===== src/rtl/mod_n_pkg.sv =====
// Shared definitions for the modulo-N up/down counter family.
// Direction encoding for M and the terminal-value helper used by the
// terminal-count detector and the next-state mux.
package mod_n_pkg;

    localparam logic DIR_UP = 1'b1;
    localparam logic DIR_DN = 1'b0;

    // Terminal value for a direction: MODULUS-1 when counting up, 0 when counting down.
    function automatic int unsigned tc_value(input logic dir, input int unsigned modulus);
        return (dir == DIR_UP) ? (modulus - 32'd1) : 32'd0;
    endfunction

endpackage


===== src/rtl/mod_n_tc_detect.sv =====
// Terminal-count detector for mod_n_updown_counter.
// Purely combinational: TC flags the terminal value for the current direction,
// Qcc_n is the active-low carry/borrow a cascaded stage can invert into its EN.
// Comparison is done one bit wider than Q so MODULUS == 2**WIDTH is handled.
module mod_n_tc_detect
    import mod_n_pkg::*;
#(
    parameter int unsigned WIDTH   = 4,
    parameter int unsigned MODULUS = 8
) (
    input  logic [WIDTH-1:0] Q,
    input  logic             M,
    input  logic             EN,
    output logic             TC,
    output logic             Qcc_n
);

    localparam logic [WIDTH:0] TC_UP = (WIDTH + 1)'(tc_value(DIR_UP, MODULUS));
    localparam logic [WIDTH:0] TC_DN = (WIDTH + 1)'(tc_value(DIR_DN, MODULUS));

    logic [WIDTH:0] q_ext;

    assign q_ext = {1'b0, Q};

    // Terminal count follows M immediately; carry/borrow is gated by the enable.
    always_comb begin
        TC    = (M == DIR_UP) ? (q_ext == TC_UP) : (q_ext == TC_DN);
        Qcc_n = ~(EN & TC);
    end

endmodule


===== src/rtl/mod_n_updown_counter.sv =====
// Parametrised synchronous up/down modulo-N counter.
// Priority at each CP edge: reset > LD > EN > hold. Out-of-range loads land on 0.
// ONESHOT=1 saturates at the terminal value instead of wrapping; Qcc_n stays low
// while parked there with EN=1.
// Optional macro MOD_N_WRAP_COUNT_EN adds an 8-bit saturating WRAPS counter that
// counts genuine wrap events and is cleared by reset or LD.
module mod_n_updown_counter
    import mod_n_pkg::*;
#(
    parameter int unsigned WIDTH   = 4,
    parameter int unsigned MODULUS = 8,
    parameter int unsigned ONESHOT = 0
) (
    input  logic             CP,
    input  logic             reset,
    input  logic             EN,
    input  logic             M,
    input  logic             LD,
    input  logic [WIDTH-1:0] D,
    output logic [WIDTH-1:0] Q,
`ifdef MOD_N_WRAP_COUNT_EN
    output logic [7:0]       WRAPS,
`endif
    output logic             Qcc_n
);

    if ((MODULUS < 2) || (64'(MODULUS) > (64'd1 << WIDTH))) begin : g_bad_modulus
        $error("mod_n_updown_counter: MODULUS must satisfy 2 <= MODULUS <= 2**WIDTH");
    end

    localparam logic [WIDTH:0]   MOD_EXT  = (WIDTH + 1)'(MODULUS);
    localparam logic [WIDTH-1:0] MAX_VAL  = WIDTH'(tc_value(DIR_UP, MODULUS));
    localparam logic             SATURATE = (ONESHOT != 0);

    logic [WIDTH-1:0] count_q;
    logic [WIDTH-1:0] count_d;
    logic             tc;
    logic             load_ok;

    mod_n_tc_detect #(
        .WIDTH   (WIDTH),
        .MODULUS (MODULUS)
    ) u_tc_detect (
        .Q     (count_q),
        .M     (M),
        .EN    (EN),
        .TC    (tc),
        .Qcc_n (Qcc_n)
    );

    // Widened compare so a load is range-checked even when MODULUS == 2**WIDTH.
    assign load_ok = ({1'b0, D} < MOD_EXT);

    // Next count: load, then enabled count; +/-1 only happens off-terminal so it cannot overflow.
    always_comb begin
        count_d = count_q;
        if (LD) begin
            count_d = load_ok ? D : '0;
        end else if (EN) begin
            if (M == DIR_UP) begin
                if (tc) begin
                    count_d = SATURATE ? count_q : '0;
                end else begin
                    count_d = count_q + WIDTH'(1);
                end
            end else begin
                if (tc) begin
                    count_d = SATURATE ? count_q : MAX_VAL;
                end else begin
                    count_d = count_q - WIDTH'(1);
                end
            end
        end
    end

    // Count register with synchronous reset.
    always_ff @(posedge CP) begin
        if (reset) begin
            count_q <= '0;
        end else begin
            count_q <= count_d;
        end
    end

    assign Q = count_q;

`ifdef MOD_N_WRAP_COUNT_EN
    logic [7:0] wraps_q;
    logic [7:0] wraps_d;
    logic       wrap_event;

    // A wrap only happens when not saturating; LD and reset take priority.
    assign wrap_event = EN & tc & ~LD & ~SATURATE;

    // Saturating wrap tally, cleared by a load.
    always_comb begin
        wraps_d = wraps_q;
        if (LD) begin
            wraps_d = '0;
        end else if (wrap_event && (wraps_q != 8'hFF)) begin
            wraps_d = wraps_q + 8'd1;
        end
    end

    // Wrap tally register with synchronous reset.
    always_ff @(posedge CP) begin
        if (reset) begin
            wraps_q <= '0;
        end else begin
            wraps_q <= wraps_d;
        end
    end

    assign WRAPS = wraps_q;
`else
    // No wrap tally: tc only steers the next-state mux.
`endif

endmodule


===== config.mk =====
export PLATFORM = sky130hd
export DESIGN_NAME = mod_n_updown_counter
export DESIGN_NICKNAME = d
export VERILOG_FILES = /design/src/rtl/mod_n_pkg.sv /design/src/rtl/mod_n_tc_detect.sv /design/src/rtl/mod_n_updown_counter.sv
export SDC_FILE = /design/constraint.sdc
export NUM_CORES = 1
export LEC_CHECK = 0
export ABC_AREA = 1
export ABC_CLOCK_PERIOD_IN_PS = 1300
export BUFFER_PORTS_ARGS = -buffer_cell sky130_fd_sc_hd__clkbuf_2
export CAP_MARGIN = 20
export CORE_AREA = 4 4 41 43
export CTS_CLUSTER_SIZE = 40
export DETAILED_ROUTE_END_ITERATION = 10
export DIE_AREA = 0 0 45 47
export GPL_TIMING_DRIVEN = 1
export PLACE_DENSITY = 0.54
export SETUP_SLACK_MARGIN = 0.15
export SLEW_MARGIN = 20
export SYNTH_ARGS = -nofsm -noshare
export SYNTH_HDL_FRONTEND = slang
export SYNTH_SLANG_ARGS = --single-unit

===== constraint.sdc =====
create_clock -name CP -period 1.3 [get_ports CP]
set_input_delay 0.195 -clock CP [delete_from_list [all_inputs] [get_ports CP]]
set_output_delay 0.195 -clock CP [all_outputs]
set_load 0.005 [all_outputs]

==> impl_metrics.sql, run 1 <==
INSERT INTO impl_metrics (metric_group, metric, value, unit) VALUES
('clock_network', 'clock_tree_from_tritoncts', 'yes', ''),
('sta', 'min_period_over_period', '102', '%'),
('synthesis', 'netlist_instances', '56', ''),
('power', 'leakage', '0.278', 'nW'),
('synthesis', 'synthDominantAreaCellType', 'dfxtp_1', ''),
('synthesis', 'netlist_area', '339', 'um2'),
('power', 'irDropWorstVdd', '0.421', 'mV'),
('clock_network', 'path_clk_slew', '0.04', 'ns'),
('setup_path', 'worst-path-stages', '6', ''),
('setup_path', 'critical_path.cell_chain', 'inv_4 > ha_4 > nand4_4 > nand2_2 > nand2_1 > clkbuf_2', ''),
('synthesis', 'syn-num-nets', '67', ''),
('grt', 'grt_util_all_layers', '10.7', '%'),
('setup_path', 'path_max_fanout', '5', ''),
('final_layout', 'final_nets', '92', ''),
('setup_path', 'cpMaxStageDelayCell', 'dfxtp_4', ''),
('sta', 'final_report_setup_violation_count', '1', ''),
('setup_path', 'startpoint_type_of_the_worst_setup_path', 'flop', ''),
('run_status', 'failed_checks', 'negative setup slack', ''),
('synthesis', 'syn_avg_cell_area', '6.05', 'um2'),
('sta', 'relSlewSlack', '85.9', '%'),
('synthesis', 'synth_seq_cells', '4', ''),
('setup_path', 'criticalPathCategory', 'flop to primary output', ''),
('die', 'placeableCoreArea', '1300', 'um2'),
('synthesis', 'yosys.area.top_type_share', '23.6', '%'),
('placed_design', 'dp_cells', '85', ''),
('final_layout', 'antenna_cells_inserted', '0', ''),
('die', 'start_util', '26.1', '%'),
('power', 'p_total', '0.000513', 'W'),
('setup_path', 'cp_slowest_stage_delay', '0.36', 'ns'),
('setup_path', 'cp_data_required_time', '1.11', 'ns'),
('grt', 'number_of_global_route_vias_before_repair', '400', ''),
('grt', 'grt_pass1_wl', '1.59', 'mm'),
('detailed_routing', 'remaining_drc_errors', '0', ''),
('detailed_routing', 'dr_total_vias', '427', ''),
('final_layout', 'num-fill-cells', '135', ''),
('setup_path', 'path_delay_family', 'flip-flops', ''),
('sta', 'worst_pin_slew', '0.209', 'ns'),
('clock_network', 'worst_skew_late_latency', '0.23', 'ns'),
('sta', 'fmax', '756', 'MHz'),
('final_layout', 'largest_register_ffs', '4', ''),
('grt', 'largest_net_degree_at_the_start_of_global_routing', '8', ''),
('run_status', 'status', 'complete, but fails checks', ''),
('placed_design', 'place.port_buffers', '13', ''),
('detailed_routing', 'detail_route.vias_per_cell', '4.54', ''),
('setup_path', 'endpoint_kind', 'primary output', ''),
('final_layout', 'final-instance-count-excl-fill', '94', ''),
('sta', 'rsz0062_at_grt', 'yes', ''),
('sta', 'final-hold-violation-count', '0', ''),
('die', 'die_x', '45', 'um'),
('clock_network', 'htree_num_levels', '1', ''),
('placed_design', 'detailed_place_hpwl', '668', 'um'),
('worst_hold_path', 'number_of_instances_on_the_worst_hold_path', '2', ''),
('power', 'power-per-cell-area', '885', 'nW/um2'),
('final_layout', 'layout-drive-gt1-share', '46.8', '%'),
('setup_path', 'worst-endpoint-arrival', '1.13', 'ns'),
('grt', 'antenna_found_initial', '0', ''),
('synthesis', 'seq_area_frac_synth', '23.6', '%'),
('placed_design', 'gp_routability_congestion', '0.715', ''),
('clock_network', 'cts_made_buffers', '3', ''),
('worst_hold_path', 'hp-class', 'input port to flop', ''),
('detailed_routing', 'wl', '970', 'um'),
('die', 'fp.dieH', '47', 'um'),
('sta', 'post_layout_min_period', '1.32', 'ns'),
('setup_path', 'worst-r2r-cell-count', '9', ''),
('setup_path', 'worst-r2r-setup-slack', '0.04', 'ns'),
('die', 'floorplan.die_area', '2120', 'um2'),
('die', 'floorplan.io_pins', '14', ''),
('synthesis', 'post_synth_num_cell_types', '16', ''),
('detailed_routing', 'avgRoutedWirePerCell', '10.3', 'um'),
('synthesis', 'ys_top_cells_by_area', 'dfxtp_1 24%, nand2_1 17%, nand3_1 10%', ''),
('clock_network', 'cts_max_path_buffers', '2', ''),
('setup_path', 'path_buf_inv', '2', ''),
('sta', 'finalMaxSlewViolations', '0', ''),
('die', 'num_rows', '13', ''),
('clock_network', 'clock-sinks', '4', ''),
('detailed_routing', 'drt-initial-drc-count', '3', ''),
('detailed_routing', 'drt.antenna.violating_nets', '0', ''),
('sta', 'post-route-worst-setup-slack', '-0.0225', 'ns'),
('final_layout', 'flow.area_growth_from_synthesis', '70.8', '%'),
('synthesis', 'synth.yosys.warnings', '0', ''),
('detailed_routing', 'first_pass_iters', '3', ''),
('grt', 'grt_overflow_total', '0', ''),
('flow_run', 'maxcap_violations', '0', ''),
('sta', 'fin_worst_skew', '0.00169', 'ns'),
('clock_network', 'ctsRootBufferMaster', 'clkbuf_4', '');
-- final timing paths --
path	start	to
hold / removal	reset	Q[3]$_SDFFE_PP0P_
hold reg to reg	Q[3]$_SDFFE_PP0P_	Q[3]$_SDFFE_PP0P_
setup / recovery	Q[0]$_SDFFE_PP0P_	Qcc_n
setup reg to reg	Q[0]$_SDFFE_PP0P_	Q[0]$_SDFFE_PP0P_
-- cell usage in the layout, fill, tap and decap left out, drive strengths merged --
cell type  instances
o21ai              4
nand4              2
clkbuf            15
inv               10
nand3              7
buf                8
a21oi              2
xnor2              1
nor2               6
ha                 2
a31oi              2
dfxtp              4
nand2             16
-- cell type report --
cell class	instances	area [um2]	share of cell area [%]
Multi-Input combinational cell	42	267	46.0
Timing Repair Buffer	20	143	24.6
Sequential cell	4	88.8	15.3
Tap cell	15	18.8	3.24
Inverter	10	40.0	6.91
Clock buffer	3	22.5	3.89
-- through the flow --
step	area (um2)	setup TNS [ns]	worst slack, ns	hold slack (ns)	util (%)
after CTS	536	-0.00940	-0.00940	0.129	41.2
after detailed placement	430	0	0.0709	0.375	33.1
after floorplan	339	0	0.171	0.257	-
after global placement	430	0	0.0982	0.374	33.1
after global routing	579	-0.169	-0.123	0.122	44.5
final	579	-0.0225	-0.0225	0.133	44.5
-- power by group --
part / switching [W] / leakage [nW] / internal, W
combinational: 0.0000927 / 0.230 / 0.000111
clock: 0.0000522 / 0.0138 / 0.000103
sequential: 0.0000184 / 0.0345 / 0.000135
total: 0.000163 / 0.278 / 0.000349
-- logic make-up (layout without fill, tap and decap cells) --
family / Yosys count / after routing / synth area share [%]
fa+ha+maj: 2 / 2 / 7.38
flops: 4 / 4 / 23.6
xor+xnor: 1 / 1 / 2.58
compound gates: 8 / 8 / 13.7
buf+inv: 10 / 33 / 11.1
simple gates: 31 / 31 / 41.7
-- cells in the mapped netlist --
| cell | instances |
|---|---|
| a31oi_1 | 2 |
| inv_2 | 1 |
| nor2_2 | 1 |
| xnor2_1 | 1 |
| a21oi_1 | 1 |
| nand4_1 | 1 |
| nor2_1 | 5 |
| a21oi_2 | 1 |
| nand2_1 | 15 |
| nand3_1 | 7 |
| ha_1 | 2 |
| inv_1 | 9 |
| nand4_2 | 1 |
| nand2_2 | 1 |
| o21ai_0 | 4 |
| dfxtp_1 | 4 |
-- per-layer routing --
metal | track usage, % | vias up | share of wire [%]
li1 | - | 229 | -
met1 | 13.2 | 188 | 45
met2 | 16.7 | 10 | 49
met3 | 3.45 | 0 | 6.0
met4 | 5.26 | 0 | 0
met5 | 0 | - | 0
-- timing repair --
item	in CTS	in global routing
buffers inserted	4	2
pin swaps	10	5
endpoints found under the setup margin	5	5
cloned	0	0
resized for setup	15	8
hold buffers	0	0
(Power assumes the default switching activity.)
==> inputs of run 2 (changes only) <==
--- a/config.mk
+++ b/config.mk
@@ -14,9 +14,10 @@
 export DETAILED_ROUTE_END_ITERATION = 10
 export DIE_AREA = 0 0 45 47
 export GPL_TIMING_DRIVEN = 1
-export PLACE_DENSITY = 0.54
+export PLACE_DENSITY = 0.55
 export SETUP_SLACK_MARGIN = 0.15
 export SLEW_MARGIN = 20
 export SYNTH_ARGS = -nofsm -noshare
 export SYNTH_HDL_FRONTEND = slang
+export SYNTH_HIERARCHICAL = 1
 export SYNTH_SLANG_ARGS = --single-unit
==> impl_metrics.sql, run 2 <==
INSERT INTO impl_metrics (metric_group, metric, value, unit) VALUES
('synthesis', 'syn-num-nets', '71', ''),
('detailed_routing', 'dr_total_vias', '476', ''),
('setup_path', 'path_max_fanout', '6', ''),
('detailed_routing', 'wl', '1.01', 'mm'),
('clock_network', 'htree_num_levels', '1', ''),
('detailed_routing', 'avgRoutedWirePerCell', '10.0', 'um'),
('sta', 'final_report_setup_violation_count', '0', ''),
('sta', 'rsz0062_at_grt', 'yes', ''),
('detailed_routing', 'remaining_drc_errors', '0', ''),
('detailed_routing', 'drt-initial-drc-count', '14', ''),
('final_layout', 'largest_register_ffs', '4', ''),
('final_layout', 'layout.cells.most_common_list', '11 x nand2_1, 11 x clkbuf_2, 9 x inv_1, 9 x buf_4', ''),
('die', 'fp.dieH', '47', 'um'),
('placed_design', 'detailed_place_hpwl', '727', 'um'),
('die', 'floorplan.die_area', '2120', 'um2'),
('setup_path', 'criticalPathCategory', 'flop to flop', ''),
('synthesis', 'dominantRegCellSynth', 'dfxtp_1', ''),
('clock_network', 'ctsRootBufferMaster', 'clkbuf_4', ''),
('sta', 'post_layout_min_period', '1.25', 'ns'),
('final_layout', 'layout-drive-gt1-share', '45.3', '%'),
('clock_network', 'clock-sinks', '4', ''),
('die', 'placeableCoreArea', '1300', 'um2'),
('synthesis', 'synth_async_sr_flop_share', '0', '%'),
('die', 'floorplan.io_pins', '14', ''),
('synthesis', 'seq_area_frac_synth', '22.4', '%'),
('synthesis', 'netlist_area', '358', 'um2'),
('sta', 'worst_pin_slew', '0.258', 'ns'),
('final_layout', 'finalCoreUtilization', '44.1', '%'),
('setup_path', 'cp_data_required_time', '1.43', 'ns'),
('synthesis', 'synthDominantAreaCellType', 'dfxtp_1', ''),
('placed_design', 'place.port_buffers', '13', ''),
('setup_path', 'startpoint_type_of_the_worst_setup_path', 'flop', ''),
('clock_network', 'path_clk_slew', '0.04', 'ns'),
('synthesis', 'synthMostInstantiatedCell', 'nand2_1', ''),
('grt', 'grt_util_all_layers', '11.4', '%'),
('worst_hold_path', 'number_of_instances_on_the_worst_hold_path', '2', ''),
('final_layout', 'antenna_cells_inserted', '0', ''),
('sta', 'fin_worst_skew', '0.00381', 'ns'),
('sta', 'min_period_over_period', '96.1', '%'),
('sta', 'final.setup.tns', '0', 'ns'),
('power', 'irDropWorstVdd', '0.524', 'mV'),
('grt', 'antenna_found_initial', '0', ''),
('synthesis', 'synth_seq_cells', '4', ''),
('die', 'start_util', '27.5', '%'),
('synthesis', 'ys_top_cells_by_area', 'dfxtp_1 22%, nand2_1 15%, inv_1 10%', ''),
('setup_path', 'endpoint_kind', 'flop', ''),
('synthesis', 'syn_avg_cell_area', '5.96', 'um2'),
('run_status', 'status', 'completed', ''),
('power', 'p_total', '0.000520', 'W'),
('sta', 'whs', '0.129', 'ns'),
('synthesis', 'yosys.area.top_type_share', '22.4', '%'),
('sta', 'relSlewSlack', '82.6', '%'),
('grt', 'number_of_global_route_vias_before_repair', '451', ''),
('final_layout', 'final-instance-count-excl-fill', '101', ''),
('final_layout', 'final_nets', '98', ''),
('placed_design', 'dp_cells', '91', ''),
('grt', 'grt_pass1_wl', '1.72', 'mm'),
('die', 'die_x', '45', 'um'),
('final_layout', 'num-fill-cells', '140', ''),
('power', 'leakage', '0.291', 'nW'),
('synthesis', 'post_synth_num_cell_types', '16', ''),
('synthesis', 'synth_enable_flop_cells', '0', ''),
('setup_path', 'worst-endpoint-arrival', '1.38', 'ns'),
('synthesis', 'netlist_instances', '60', ''),
('detailed_routing', 'first_pass_iters', '2', ''),
('worst_hold_path', 'hp-class', 'input port to flop', ''),
('grt', 'largest_net_degree_at_the_start_of_global_routing', '9', ''),
('clock_network', 'cts_max_path_buffers', '2', ''),
('clock_network', 'clock_tree_from_tritoncts', 'yes', ''),
('synthesis', 'yosys-top-cells-count', '14 x nand2_1, 10 x inv_1, 6 x o21ai_0', ''),
('sta', 'fmax', '801', 'MHz'),
('grt', 'grt_overflow_total', '0', ''),
('detailed_routing', 'detail_route.vias_per_cell', '4.71', ''),
('power', 'power-per-cell-area', '905', 'nW/um2'),
('clock_network', 'cts_made_buffers', '3', ''),
('die', 'num_rows', '13', ''),
('sta', 'final-hold-violation-count', '0', ''),
('detailed_routing', 'drt.antenna.violating_nets', '0', ''),
('clock_network', 'worst_skew_late_latency', '0.24', 'ns'),
('sta', 'finalMaxSlewViolations', '0', ''),
('synthesis', 'synth.yosys.warnings', '6', ''),
('setup_path', 'worst-r2r-cell-count', '5', ''),
('placed_design', 'gp_routability_congestion', '0.800', ''),
('final_layout', 'flow.area_growth_from_synthesis', '60.5', '%'),
('flow_run', 'maxcap_violations', '0', '');
run 2: metal layers:
| layer | vias to the layer above | GRT usage, % | routed length (um) |
|---|---|---|---|
| li1 | 252 | - | - |
| met2 | 13 | 19.2 | 468 |
| met3 | 2 | 4.60 | 55 |
| met5 | - | 0 | 0 |
| met1 | 209 | 12.7 | 469 |
| met4 | 0 | 5.26 | 18 |
run 2: worst paths after layout:
| path | from | to | slack (ns) |
|---|---|---|---|
| worst max-delay path | Q[0]$_SDFFE_PP0P_ | Q[2]$_SDFFE_PP0P_ | 0.05 |
| worst min-delay path | reset | Q[3]$_SDFFE_PP0P_ | 0.13 |
| worst max register to register | Q[0]$_SDFFE_PP0P_ | Q[2]$_SDFFE_PP0P_ | 0.05 |
| worst min register to register | Q[1]$_SDFFE_PP0P_ | Q[1]$_SDFFE_PP0P_ | 0.60 |
run 2: power by group:
part           leakage [nW]  internal [W]  switching (W)
sequential           0.0348      0.000134      0.0000167
clock                0.0150      0.000116      0.0000632
combinational         0.241     0.0000957      0.0000942
run 2: cell families (layout without fill, tap and decap cells):
logic type | Yosys count | after routing | synth area share [%]
xor+xnor | 2 | 2 | 4.90
buf+inv | 11 | 37 | 11.5
compound gates | 15 | 15 | 23.1
flops | 4 | 4 | 22.4
simple gates | 26 | 26 | 31.1
fa+ha+maj | 2 | 2 | 6.99
run 2: worst max-delay path, stage by stage, from the launching register on:
cell,delay [ns]
dfxtp_4,0.36
buf_4,0.14
ha_1,0.20
or2_1,0.21
a31oi_1,0.16
a21oi_1,0.07
run 2: timing repair:
action / in CTS / in global routing
setup buffers: 3 / 3
endpoints found under the setup margin: 5 / 5
pin swaps: 4 / 5
gates resized for setup: 5 / 4
hold buffers: 0 / 0
run 2: area by class of cell:
cell class              count  area [um2]  share of cell area [%]
clock buffers               4        26.3                    4.58
inverters                  11        41.3                    7.19
multi-input cells          45         258                    44.9
flip-flops and latches      4        91.3                    15.9
well taps                  15        18.8                    3.27
repair buffers             22         139                    24.2
run 2: stage by stage:
step                instance area (um2)  setup slack [ns]
finish                              574            0.0509
global route                        574           -0.0402
CTS                                 543            0.0748
detailed placement                  482            0.0591
global placement                    482            0.0724
floorplan                           375             0.118
==> inputs of run 3 (changes only) <==
--- a/config.mk
+++ b/config.mk
@@ -15,6 +15,7 @@
 export DIE_AREA = 0 0 45 47
 export GPL_TIMING_DRIVEN = 1
 export PLACE_DENSITY = 0.55
+export RECOVER_POWER = 50
 export SETUP_SLACK_MARGIN = 0.15
 export SLEW_MARGIN = 20
 export SYNTH_ARGS = -nofsm -noshare
==> impl_metrics.sql, run 3 (same netlist as run 2, synthesis figures left out) <==
INSERT INTO impl_metrics (metric_group, metric, value, unit) VALUES
('detailed_routing', 'remaining_drc_errors', '0', ''),
('grt', 'number_of_global_route_vias_before_repair', '451', ''),
('grt', 'grt.busiest_layer', 'met2', ''),
('sta', 'final_report_setup_violation_count', '0', ''),
('final_layout', 'layout.cells.most_common_list', '11 x nand2_1, 11 x clkbuf_2, 9 x inv_1', ''),
('clock_network', 'worst_skew_late_latency', '0.24', 'ns'),
('clock_network', 'clock_tree_from_tritoncts', 'yes', ''),
('detailed_routing', 'wl', '1.01', 'mm'),
('die', 'die_x', '45', 'um'),
('sta', 'post_layout_min_period', '1.25', 'ns'),
('final_layout', 'post-route-cell-area', '571', 'um2'),
('final_layout', 'final_nets', '98', ''),
('grt', 'grt_overflow_total', '0', ''),
('final_layout', 'final-instance-count-excl-fill', '101', ''),
('sta', 'worst_pin_slew', '0.258', 'ns'),
('sta', 'whs', '0.129', 'ns'),
('die', 'placeableCoreArea', '1300', 'um2'),
('clock_network', 'ctsRootBufferMaster', 'clkbuf_4', ''),
('clock_network', 'cts_made_buffers', '3', ''),
('sta', 'final.setup.tns', '0', 'ns'),
('placed_design', 'dp_cells', '91', ''),
('final_layout', 'flow.area_growth_from_synthesis', '59.4', '%'),
('die', 'num_rows', '13', ''),
('die', 'start_util', '27.5', '%'),
('power', 'leakage', '0.286', 'nW'),
('grt', 'largest_net_degree_at_the_start_of_global_routing', '9', ''),
('detailed_routing', 'drt.antenna.violating_nets', '0', ''),
('sta', 'final-hold-violation-count', '0', ''),
('grt', 'grt_util_all_layers', '11.4', '%'),
('clock_network', 'cts_hold_buffers', '0', ''),
('final_layout', 'layout-drive-gt1-share', '44.2', '%'),
('sta', 'rsz0062_at_grt', 'yes', ''),
('detailed_routing', 'avgRoutedWirePerCell', '10.0', 'um'),
('clock_network', 'path_clk_slew', '0.04', 'ns'),
('detailed_routing', 'detail_route.vias_per_cell', '4.71', ''),
('detailed_routing', 'drt-initial-drc-count', '13', ''),
('placed_design', 'gp_routability_congestion', '0.800', ''),
('worst_hold_path', 'hp-class', 'input port to flop', ''),
('grt', 'grt_pass1_wl', '1.72', 'mm'),
('grt', 'grt_util_met2', '19.2', '%'),
('placed_design', 'place_area', '482', 'um2'),
('setup_path', 'cp_data_required_time', '1.43', 'ns'),
('clock_network', 'clock-sinks', '4', ''),
('clock_network', 'htree_num_levels', '1', ''),
('die', 'floorplan.die_area', '2120', 'um2'),
('sta', 'fin_worst_skew', '0.00381', 'ns'),
('sta', 'post-route-worst-setup-slack', '0.0509', 'ns'),
('setup_path', 'endpoint_kind', 'flop', ''),
('placed_design', 'dp_slack', '0.0591', 'ns'),
('clock_network', 'cts_max_path_buffers', '2', ''),
('power', 'power-per-cell-area', '910', 'nW/um2'),
('detailed_routing', 'first_pass_iters', '2', ''),
('detailed_routing', 'dr_total_vias', '476', ''),
('grt', 'met1_usage', '12.7', '%'),
('grt', 'met3_usage', '4.60', '%'),
('sta', 'relSlewSlack', '82.6', '%'),
('sta', 'finalMaxSlewViolations', '0', ''),
('flow_run', 'maxcap_violations', '0', ''),
('setup_path', 'path_max_fanout', '6', ''),
('power', 'irDropWorstVdd', '0.524', 'mV'),
('placed_design', 'place.port_buffers', '13', ''),
('die', 'floorplan.io_pins', '14', ''),
('setup_path', 'startpoint_type_of_the_worst_setup_path', 'flop', ''),
('sta', 'fmax', '801', 'MHz'),
('final_layout', 'largest_register_ffs', '4', ''),
('die', 'fp.dieH', '47', 'um'),
('placed_design', 'detailed_place_hpwl', '727', 'um'),
('sta', 'min_period_over_period', '96.1', '%'),
('setup_path', 'criticalPathCategory', 'flop to flop', ''),
('run_status', 'status', 'completed', ''),
('setup_path', 'worst-endpoint-arrival', '1.38', 'ns'),
('final_layout', 'antenna_cells_inserted', '0', ''),
('grt', 'antenna_found_initial', '0', '');
## run 3: changes by cell type in the layout (fill, tap and decap cells not counted)
cell,previous run,this run
clkbuf_1,1,2
buf_4,9,8
## run 3: worst paths after layout
path,cells after the start,to,from,slack [ns]
setup / recovery,5,Q[2]$_SDFFE_PP0P_,Q[0]$_SDFFE_PP0P_,0.05
hold / removal,2,Q[3]$_SDFFE_PP0P_,reset,0.13
setup reg to reg,5,Q[2]$_SDFFE_PP0P_,Q[0]$_SDFFE_PP0P_,0.05
hold reg to reg,2,Q[1]$_SDFFE_PP0P_,Q[1]$_SDFFE_PP0P_,0.60
## run 3: final cells by class
cell class / instances / area [um2]
inverter: 11 / 41.3
clock buffer: 4 / 26.3
tap: 15 / 18.8
sequential: 4 / 91.3
timing repair buffer: 22 / 135
multi-input combinational: 45 / 258
fill: 142 / 731
## run 3: metrics by stage
| step | total power [W] | utilization [%] |
|---|---|---|
| global placement | 0.000300 | 37.0 |
| finish | 0.000519 | 43.8 |
| floorplan | 0.000242 | - |
| CTS | 0.000505 | 41.7 |
| detailed placement | 0.000299 | 37.0 |
| global route | 0.000562 | 43.8 |
## run 3: report_power, final
part,internal [W],switching (W)
Clock,0.000116,0.0000632
Combinational,0.0000948,0.0000942
Sequential,0.000134,0.0000167
Total,0.000345,0.000174
## run 3: layer usage
metal | wire (um) | vias to the layer above
li1 | - | 252
met1 | 469 | 209
met2 | 468 | 13
met3 | 55 | 2
met4 | 18 | 0
met5 | 0 | -
## run 3: worst max-delay path, cell delays in order, from the launching register on
cell     delay (ns)
dfxtp_4        0.36
buf_4          0.14
ha_1           0.20
or2_1          0.21
a31oi_1        0.16
a21oi_1        0.07
## run 3: timing repair
item / CTS / global route
pin swaps: 4 / 5
cloned: 0 / 0
resized for setup: 5 / 4
endpoints found under the setup margin: 5 / 5
buffers inserted: 3 / 3
